File: config.mk
export PLATFORM = sky130hd
export DESIGN_NAME = sr_latch_driver
export DESIGN_NICKNAME = d
export VERILOG_FILES = /design/src/rtl/sr_latch_driver.sv
export SDC_FILE = /design/constraint.sdc
export NUM_CORES = 1
export LEC_CHECK = 0
export BUFFER_PORTS_ARGS = -buffer_cell sky130_fd_sc_hd__buf_2
export CAP_MARGIN = 0
export CELL_PAD_IN_SITES_DETAIL_PLACEMENT = 0
export CELL_PAD_IN_SITES_GLOBAL_PLACEMENT = 2
export CORE_UTILIZATION = 32
export CTS_CLUSTER_SIZE = 14
export DETAILED_ROUTE_END_ITERATION = 16
export GPL_TIMING_DRIVEN = 0
export PLACE_DENSITY_LB_ADDON = 0.1
export SLEW_MARGIN = 20
export SYNTH_ARGS = -nofsm -noshare
export SYNTH_HDL_FRONTEND = slang
export SYNTH_SLANG_ARGS = --single-unit
File: constraint.sdc
create_clock -name clk -period 2.8 [get_ports clk]
set_input_delay 0.84 -clock clk [delete_from_list [all_inputs] [get_ports clk]]
set_output_delay 0.84 -clock clk [all_outputs]
set_load 0.02 [all_outputs]
File: src/rtl/sr_latch_driver.sv
// Command-side driver for the cross-coupled SR latch cell.
// Takes a target-level request over valid/ready. Issues a fixed-width,
// mutually exclusive set or reset pulse. Then watches the synchronized latch
// output and reports either done or err.
module sr_latch_driver #(
  parameter int PULSE_W = 2,
  parameter int TIMEOUT = 8
) (
  input  logic clk,
  input  logic rst,
  input  logic req_valid,
  input  logic req_level,
  output logic req_ready,
  output logic s,
  output logic r,
  input  logic q_fb,
  output logic busy,
  output logic done,
  output logic err
);

  localparam int CMAX = (PULSE_W > TIMEOUT) ? PULSE_W : TIMEOUT;
  localparam int CW   = $clog2(CMAX + 1);

  typedef enum logic [1:0] {IDLE, PULSE, WAIT} state_t;

  state_t          state, state_n;
  logic            sync1, q_sync;
  logic            lvl, lvl_n;
  logic [CW-1:0]   pcnt, pcnt_n;
  logic [CW-1:0]   tcnt, tcnt_n;
  logic            s_n, r_n, done_n, err_n;
  logic            accept;

  assign req_ready = (state == IDLE) && !rst;
  assign busy      = (state != IDLE);
  assign accept    = req_valid && req_ready;

  // Two-flop synchronizer for the asynchronous latch output.
  always_ff @(posedge clk) begin
    if (rst) begin
      sync1  <= 1'b0;
      q_sync <= 1'b0;
    end else begin
      sync1  <= q_fb;
      q_sync <= sync1;
    end
  end

  // State, counters and registered outputs.
  always_ff @(posedge clk) begin
    if (rst) begin
      state <= IDLE;
      lvl   <= 1'b0;
      pcnt  <= '0;
      tcnt  <= '0;
      s     <= 1'b0;
      r     <= 1'b0;
      done  <= 1'b0;
      err   <= 1'b0;
    end else begin
      state <= state_n;
      lvl   <= lvl_n;
      pcnt  <= pcnt_n;
      tcnt  <= tcnt_n;
      s     <= s_n;
      r     <= r_n;
      done  <= done_n;
      err   <= err_n;
    end
  end

  // Next-state and next-output logic. s/r are computed for the following
  // cycle, so they are asserted only while the registered state is PULSE.
  always_comb begin
    state_n = state;
    lvl_n   = lvl;
    pcnt_n  = pcnt;
    tcnt_n  = tcnt;
    s_n     = 1'b0;
    r_n     = 1'b0;
    done_n  = 1'b0;
    err_n   = 1'b0;
    case (state)
      IDLE: begin
        if (accept) begin
          lvl_n = req_level;
          if (q_sync == req_level) begin
            state_n = WAIT;
            tcnt_n  = '0;
          end else begin
            state_n = PULSE;
            s_n     = req_level;
            r_n     = !req_level;
            pcnt_n  = CW'(PULSE_W - 1);
          end
        end
      end
      PULSE: begin
        if (pcnt == '0) begin
          state_n = WAIT;
          tcnt_n  = '0;
        end else begin
          s_n    = lvl;
          r_n    = !lvl;
          pcnt_n = pcnt - CW'(1);
        end
      end
      WAIT: begin
        if (q_sync == lvl) begin
          state_n = IDLE;
          done_n  = 1'b1;
        end else if (tcnt == CW'(TIMEOUT - 1)) begin
          state_n = IDLE;
          err_n   = 1'b1;
        end else begin
          tcnt_n = tcnt + CW'(1);
        end
      end
      default: state_n = IDLE;
    endcase
  end

endmodule

==> impl_metrics.csv, run 1 <==
group,metric,value,unit
grt,grt_remaining_overflow,0,
grt,grt_max_degree,11,
clocking,htree_num_levels,1,
yosys,synth-seq-area-share,0.424,
route,vias_per_cell,4.97,
final_layout,nFillCells,242,
die,die_area,2710,um^2
clocking,path_clk_slew,0.10,ns
critical_path,cpMaxStageDelayCell,"clkbuf_1",
placement,dp_hpwl,1150,um
clocking,clock_sinks,17,
power_and_ir_drop,ir_worst_vdd,0.000241,V
route,drt.antenna.violating_nets,0,
sta,maxSlewViolCount,0,
sta,tightest_slew,0.799,ns
sta,max_slew_margin,0.466,
critical_path,ff2ff_setup_slack,0.78,ns
critical_path,cp_common_cell,"clkbuf_1",
final_layout,reg_top3,"pcnt x4, tcnt x4, state x2",
job,maxCapViolCount,0,
sta,finalCriticalPeriod,2.63,ns
placement,routabilityCongestion,0.711,
sta,setup_viol,0,
die,coreArea,2300,um^2
placement,placed_area,882,um^2
sta,period_share,0.940,
power_and_ir_drop,p_leak,0.000366,uW
route,num_vias,656,
yosys,synth_top_cell_area_share,0.424,
clocking,cts_resized,0,
route,routed_wl,1580,um
yosys,synth_cell_types,31,
clocking,clkLatencyLatePin,0.29,ns
clocking,cts_tree,"done",
sta,grt_setup_unrepaired,"false",
final_layout,drive_gt1_frac,0.144,
critical_path,cp-start-kind,"primary input",
yosys,synth.largest_area_cell,"dfxtp_1",
critical_path,cp.required,1.96,ns
grt,grt_pass1_wl,2660,um
final_layout,syn2layout_area_growth,13.3,%
final_layout,layout.nets,115,
yosys,synth_common_cells,"17 x dfxtp_1, 10 x nor2_1, 8 x nor3_1, 6 x inv_1",
grt,grt_pass1_vias,582,
route,detail_route.wl_per_cell,12.0,um
critical_path,crit_type,"primary input to output port",
route,first_pass_iters,4,
route,drt_iter0_markers,14,
run_status,outcome,"finished clean",
grt,grt_usage,0.140,
yosys,synth-seq-cells,17,
sta,max_clock_freq,380,MHz
die,io_pins,11,
die,die_y,52.1,um
critical_path,path_max_fanout,10,
yosys,synth_flop_cell,"dfxtp_1",
yosys,synth_edf_count,0,
final_layout,diodes,0,
power_and_ir_drop,power_density,528,nW/um^2
final_layout,fin_area,908,um^2
grt,antenna_found_initial,0,
placement,place.port_buffers,9,
die,fp.dieW,52.1,um
yosys,synthCells,91,
critical_path,path_cells,"clkbuf_1 -> clkbuf_1 -> nor2_1 -> buf_2",
critical_path,cpPeakStageDelay,0.43,ns
critical_path,crit_path_end_kind,"output port",
clocking,cts_buffer_depth,2,
yosys,yosys_warnings,0,
route,drc,0,
yosys,synthTopCellsByArea,"dfxtp_1 42%, ha_1 7.8%, nor3_1 5.0%, nor2_1 4.7%, a21oi_1 3.1%",
yosys,syn-cell-area,802,um^2
clocking,cts_setup_buffers,0,
sta,clock_skew,0.00119,ns
sta,hold_viol,0,
hold_path,min_path_type,"flop to flop",
die,start_util,0.349,
sta,fin_tns_setup,0,ns
die,num_rows,17,
clocking,cts-root-buf,"clkbuf_4",
yosys,synth.avg_cell_area,8.81,um^2
yosys,synth_most_common_cell,"dfxtp_1",
critical_path,crit_arrival,1.79,ns
yosys,synth_nets,101,
clocking,numCtsBuffers,3,
yosys,async_flop_share,0,
clocking,ctsHoldBuffers,0,
## layout make-up
type	count	area [um^2]	share of cell area
Multi-Input combinational cell	65	420	0.463
Sequential cell	17	340	0.375
Timing Repair Buffer	9	45.0	0.0496
Tap cell	28	35.0	0.0386
Clock buffer	4	26.3	0.0289
Inverter	6	22.5	0.0248
Buffer	3	18.8	0.0207
## final timing paths
| path | from | to | depth (start not counted) |
|---|---|---|---|
| setup / recovery | rst | req_ready | 4 |
| hold / removal | sync1$_SDFF_PP0_ | q_sync$_SDFF_PP0_ | 1 |
| setup reg to reg | pcnt[0]$_SDFFE_PP0P_ | tcnt[3]$_SDFFE_PP0P_ | 6 |
| hold reg to reg | sync1$_SDFF_PP0_ | q_sync$_SDFF_PP0_ | 1 |
## layer usage
metal / wire length, um / vias to the layer above / GRT usage
li1: - / 345 / -
met1: 834 / 296 / 0.186
met2: 656 / 13 / 0.201
met3: 75 / 2 / 0.0526
met4: 14 / 0 / 0.0541
met5: 0 / - / 0
## power breakdown
part / switching, uW / internal [uW]
Clock: 76.6 / 55.4
Sequential: 10.9 / 253
Combinational: 49.1 / 35.1
## logic make-up (layout without fill, tap and decap cells)
logic type	count (synthesis)	in the layout	share of synthesized area
and+or+nand+nor	40	40	0.273
AOI/OAI and AO/OA	18	18	0.150
DFF	17	17	0.424
buffers and inverters	9	22	0.0515
adders and majority gates	5	5	0.0780
xor gates and xnor gates	1	1	0.0109
muxes	1	1	0.0125
## layout by cell type, fill, tap and decap left out, types with 4 or more instances in the layout
master	synthesis	layout
nor2_1	10	10
dfxtp_1	17	17
nand2_1	5	5
buf_2	0	9
nor3_1	8	8
a21oi_1	5	5
inv_1	6	6
ha_1	5	5
nor2b_1	4	4
## critical path, delay by kind of cell
kind	cells	cell delay [ns]
and+or+nand+nor	1	0.09
buffers and inverters	3	0.86
## per-stage QoR
step                 util  cells  power (uW)  hold WS [ns]  worst slack, ns
finish              0.395    132         480         0.456            0.168
global route        0.395    132         513         0.482           0.0483
CTS                 0.395    132         492         0.458            0.129
detailed placement  0.384    128         354         0.439            0.133
global placement    0.384    128         355         0.422            0.130
floorplan               -     91         331         0.414            0.444
(Power assumes the default switching activity.)
==> run 2, diff against run 1 <==
--- a/config.mk
+++ b/config.mk
@@ -9,7 +9,8 @@
 export CAP_MARGIN = 0
 export CELL_PAD_IN_SITES_DETAIL_PLACEMENT = 0
 export CELL_PAD_IN_SITES_GLOBAL_PLACEMENT = 2
-export CORE_UTILIZATION = 32
+export CORE_ASPECT_RATIO = 0.75
+export CORE_UTILIZATION = 35
 export CTS_CLUSTER_SIZE = 14
 export DETAILED_ROUTE_END_ITERATION = 16
 export GPL_TIMING_DRIVEN = 0
==> constraint.sdc (replaced) <==
create_clock -name clk -period 3.3 [get_ports clk]
set_input_delay 0.99 -clock clk [delete_from_list [all_inputs] [get_ports clk]]
set_output_delay 0.99 -clock clk [all_outputs]
set_load 0.02 [all_outputs]
==> run 2 against run 1 <==
Net effect:
- the run now ends with design-rule violations left
- first-iteration DRC count increased by 57%
- non-clock buffer count unchanged
- total power decreased by 14%
- final cell count is 3.0% lower
- core utilization grew 3.8 points
- via count decreased by 0.15%
- critical path depth is the same
- clock power decreased by 12%
- sequential power decreased by 15%
- worst setup slack improved by 0.23 ns
- sequential cell count stayed put
- clock-buffer cell count is the same
- critical endpoint unchanged
- largest cell class unchanged
==> impl_metrics.csv, run 2 (same netlist as run 1, synthesis figures left out) <==
group,metric,value,unit
sta,clock_skew,0.00448,ns
route,drt.antenna.violating_nets,0,
final_layout,nFillCells,225,
grt,grt_pass1_vias,585,
critical_path,cp.required,2.31,ns
die,num_rows,14,
die,coreArea,2080,um^2
clocking,cts_tree,"done",
critical_path,ff2ff_setup_slack,1.27,ns
route,routed_wl,1540,um
final_layout,reg_top3,"pcnt x4, tcnt x4, state x2",
sta,grt_setup_unrepaired,"false",
route,vias_per_cell,5.12,
route,drt_iter0_markers,22,
grt,antenna_found_initial,0,
final_layout,diodes,0,
critical_path,cp-start-kind,"primary input",
sta,hold_viol,0,
sta,max_clock_freq,344,MHz
final_layout,seq_area,340,um^2
grt,grt_remaining_overflow,0,
clocking,cts-root-buf,"clkbuf_4",
critical_path,path_cells,"clkbuf_1 -> clkbuf_1 -> nor2_1 -> buf_2",
die,start_util,0.385,
placement,dp_hpwl,1170,um
run_status,outcome,"complete, but fails checks",
critical_path,cpPeakStageDelay,0.41,ns
power_and_ir_drop,power_density,455,nW/um^2
run_status,failed_checks,"design-rule violations",
sta,tightest_slew,0.714,ns
power_and_ir_drop,p_leak,0.000366,uW
final_layout,drive_gt1_frac,0.144,
sta,fin_tns_setup,0,ns
critical_path,crit_type,"primary input to output port",
clocking,htree_num_levels,1,
clocking,cts_buffer_depth,2,
placement,place.port_buffers,9,
clocking,cts_resized,0,
clocking,clkLatencyLatePin,0.29,ns
clocking,ctsHoldBuffers,0,
route,first_pass_iters,10,
clocking,clock_sinks,17,
die,io_pins,11,
placement,post-place-ws,0.381,ns
critical_path,crit_path_end_kind,"output port",
hold_path,min_path_type,"flop to flop",
grt,grt_usage,0.149,
route,num_vias,655,
die,fp.dieW,57.3,um
sta,max_slew_margin,0.523,
die,die_area,2490,um^2
final_layout,fin_area,903,um^2
sta,period_share,0.881,
critical_path,cp_common_cell,"clkbuf_1",
final_layout,syn2layout_area_growth,12.6,%
sta,setup_slack,0.393,ns
clocking,path_clk_slew,0.10,ns
route,drc,3,
final_layout,multiInputGateArea,420,um^2
final_layout,layout.nets,115,
die,die_y,43.5,um
clocking,numCtsBuffers,3,
sta,maxSlewViolCount,0,
clocking,cts_setup_buffers,0,
critical_path,path_max_fanout,10,
power_and_ir_drop,ir_worst_vdd,0.000241,V
critical_path,crit_arrival,1.92,ns
final_layout,final_common_cell,"dfxtp_1",
critical_path,cpMaxStageDelayCell,"clkbuf_1",
job,maxCapViolCount,0,
placement,placed_area,877,um^2
grt,grt_max_degree,11,
sta,finalCriticalPeriod,2.91,ns
placement,routabilityCongestion,0.773,
route,detail_route.wl_per_cell,12.0,um
grt,grt_pass1_wl,2780,um
sta,setup_viol,0,
final_layout,final_cell_mix,"17 x dfxtp_1, 10 x nor2_1, 9 x buf_2",
[run 2: critical path, delay by kind of cell]
family | cells | cell delay (ns)
simple gates | 1 | 0.09
buf+inv | 3 | 0.84
[run 2: worst paths after layout]
path,endpoint,startpoint,cells after the start
setup / recovery,req_ready,rst,4
hold / removal,q_sync$_SDFF_PP0_,sync1$_SDFF_PP0_,1
setup reg to reg,tcnt[2]$_SDFFE_PP0P_,pcnt[0]$_SDFFE_PP0P_,6
hold reg to reg,q_sync$_SDFF_PP0_,sync1$_SDFF_PP0_,1
[run 2: power breakdown]
part           leakage (uW)  switching [uW]  total (uW)  internal (uW)
clock             0.0000150            68.5         116           47.0
sequential         0.000138            9.62         224            215
combinational      0.000213            41.6        71.5           29.9
total              0.000366             120         411            292
[run 2: through the flow]
stage	std cells	utilization	hold slack (ns)	total power, uW
2_1_floorplan	91	-	0.414	281
3_3_place_gp	124	0.421	0.426	301
3_5_place_dp	124	0.421	0.434	300
4_1_cts	128	0.433	0.458	412
5_1_grt	128	0.433	0.469	430
6_report	128	0.433	0.452	411
[run 2: cell type report]
cell class                 instances  area share
sequential                        17       0.377
multi-input combinational         65       0.465
inverter                           6      0.0249
clock buffer                       4      0.0291
buffer                             3      0.0208
tap                               24      0.0332
timing repair buffer               9      0.0499
[run 2: routing by layer]
metal / routed length [um] / vias up / track usage
met5: 0 / - / 0
met4: 10 / 0 / 0.0293
met3: 96 / 2 / 0.0597
met2: 500 / 15 / 0.188
met1: 933 / 293 / 0.232
li1: - / 345 / -
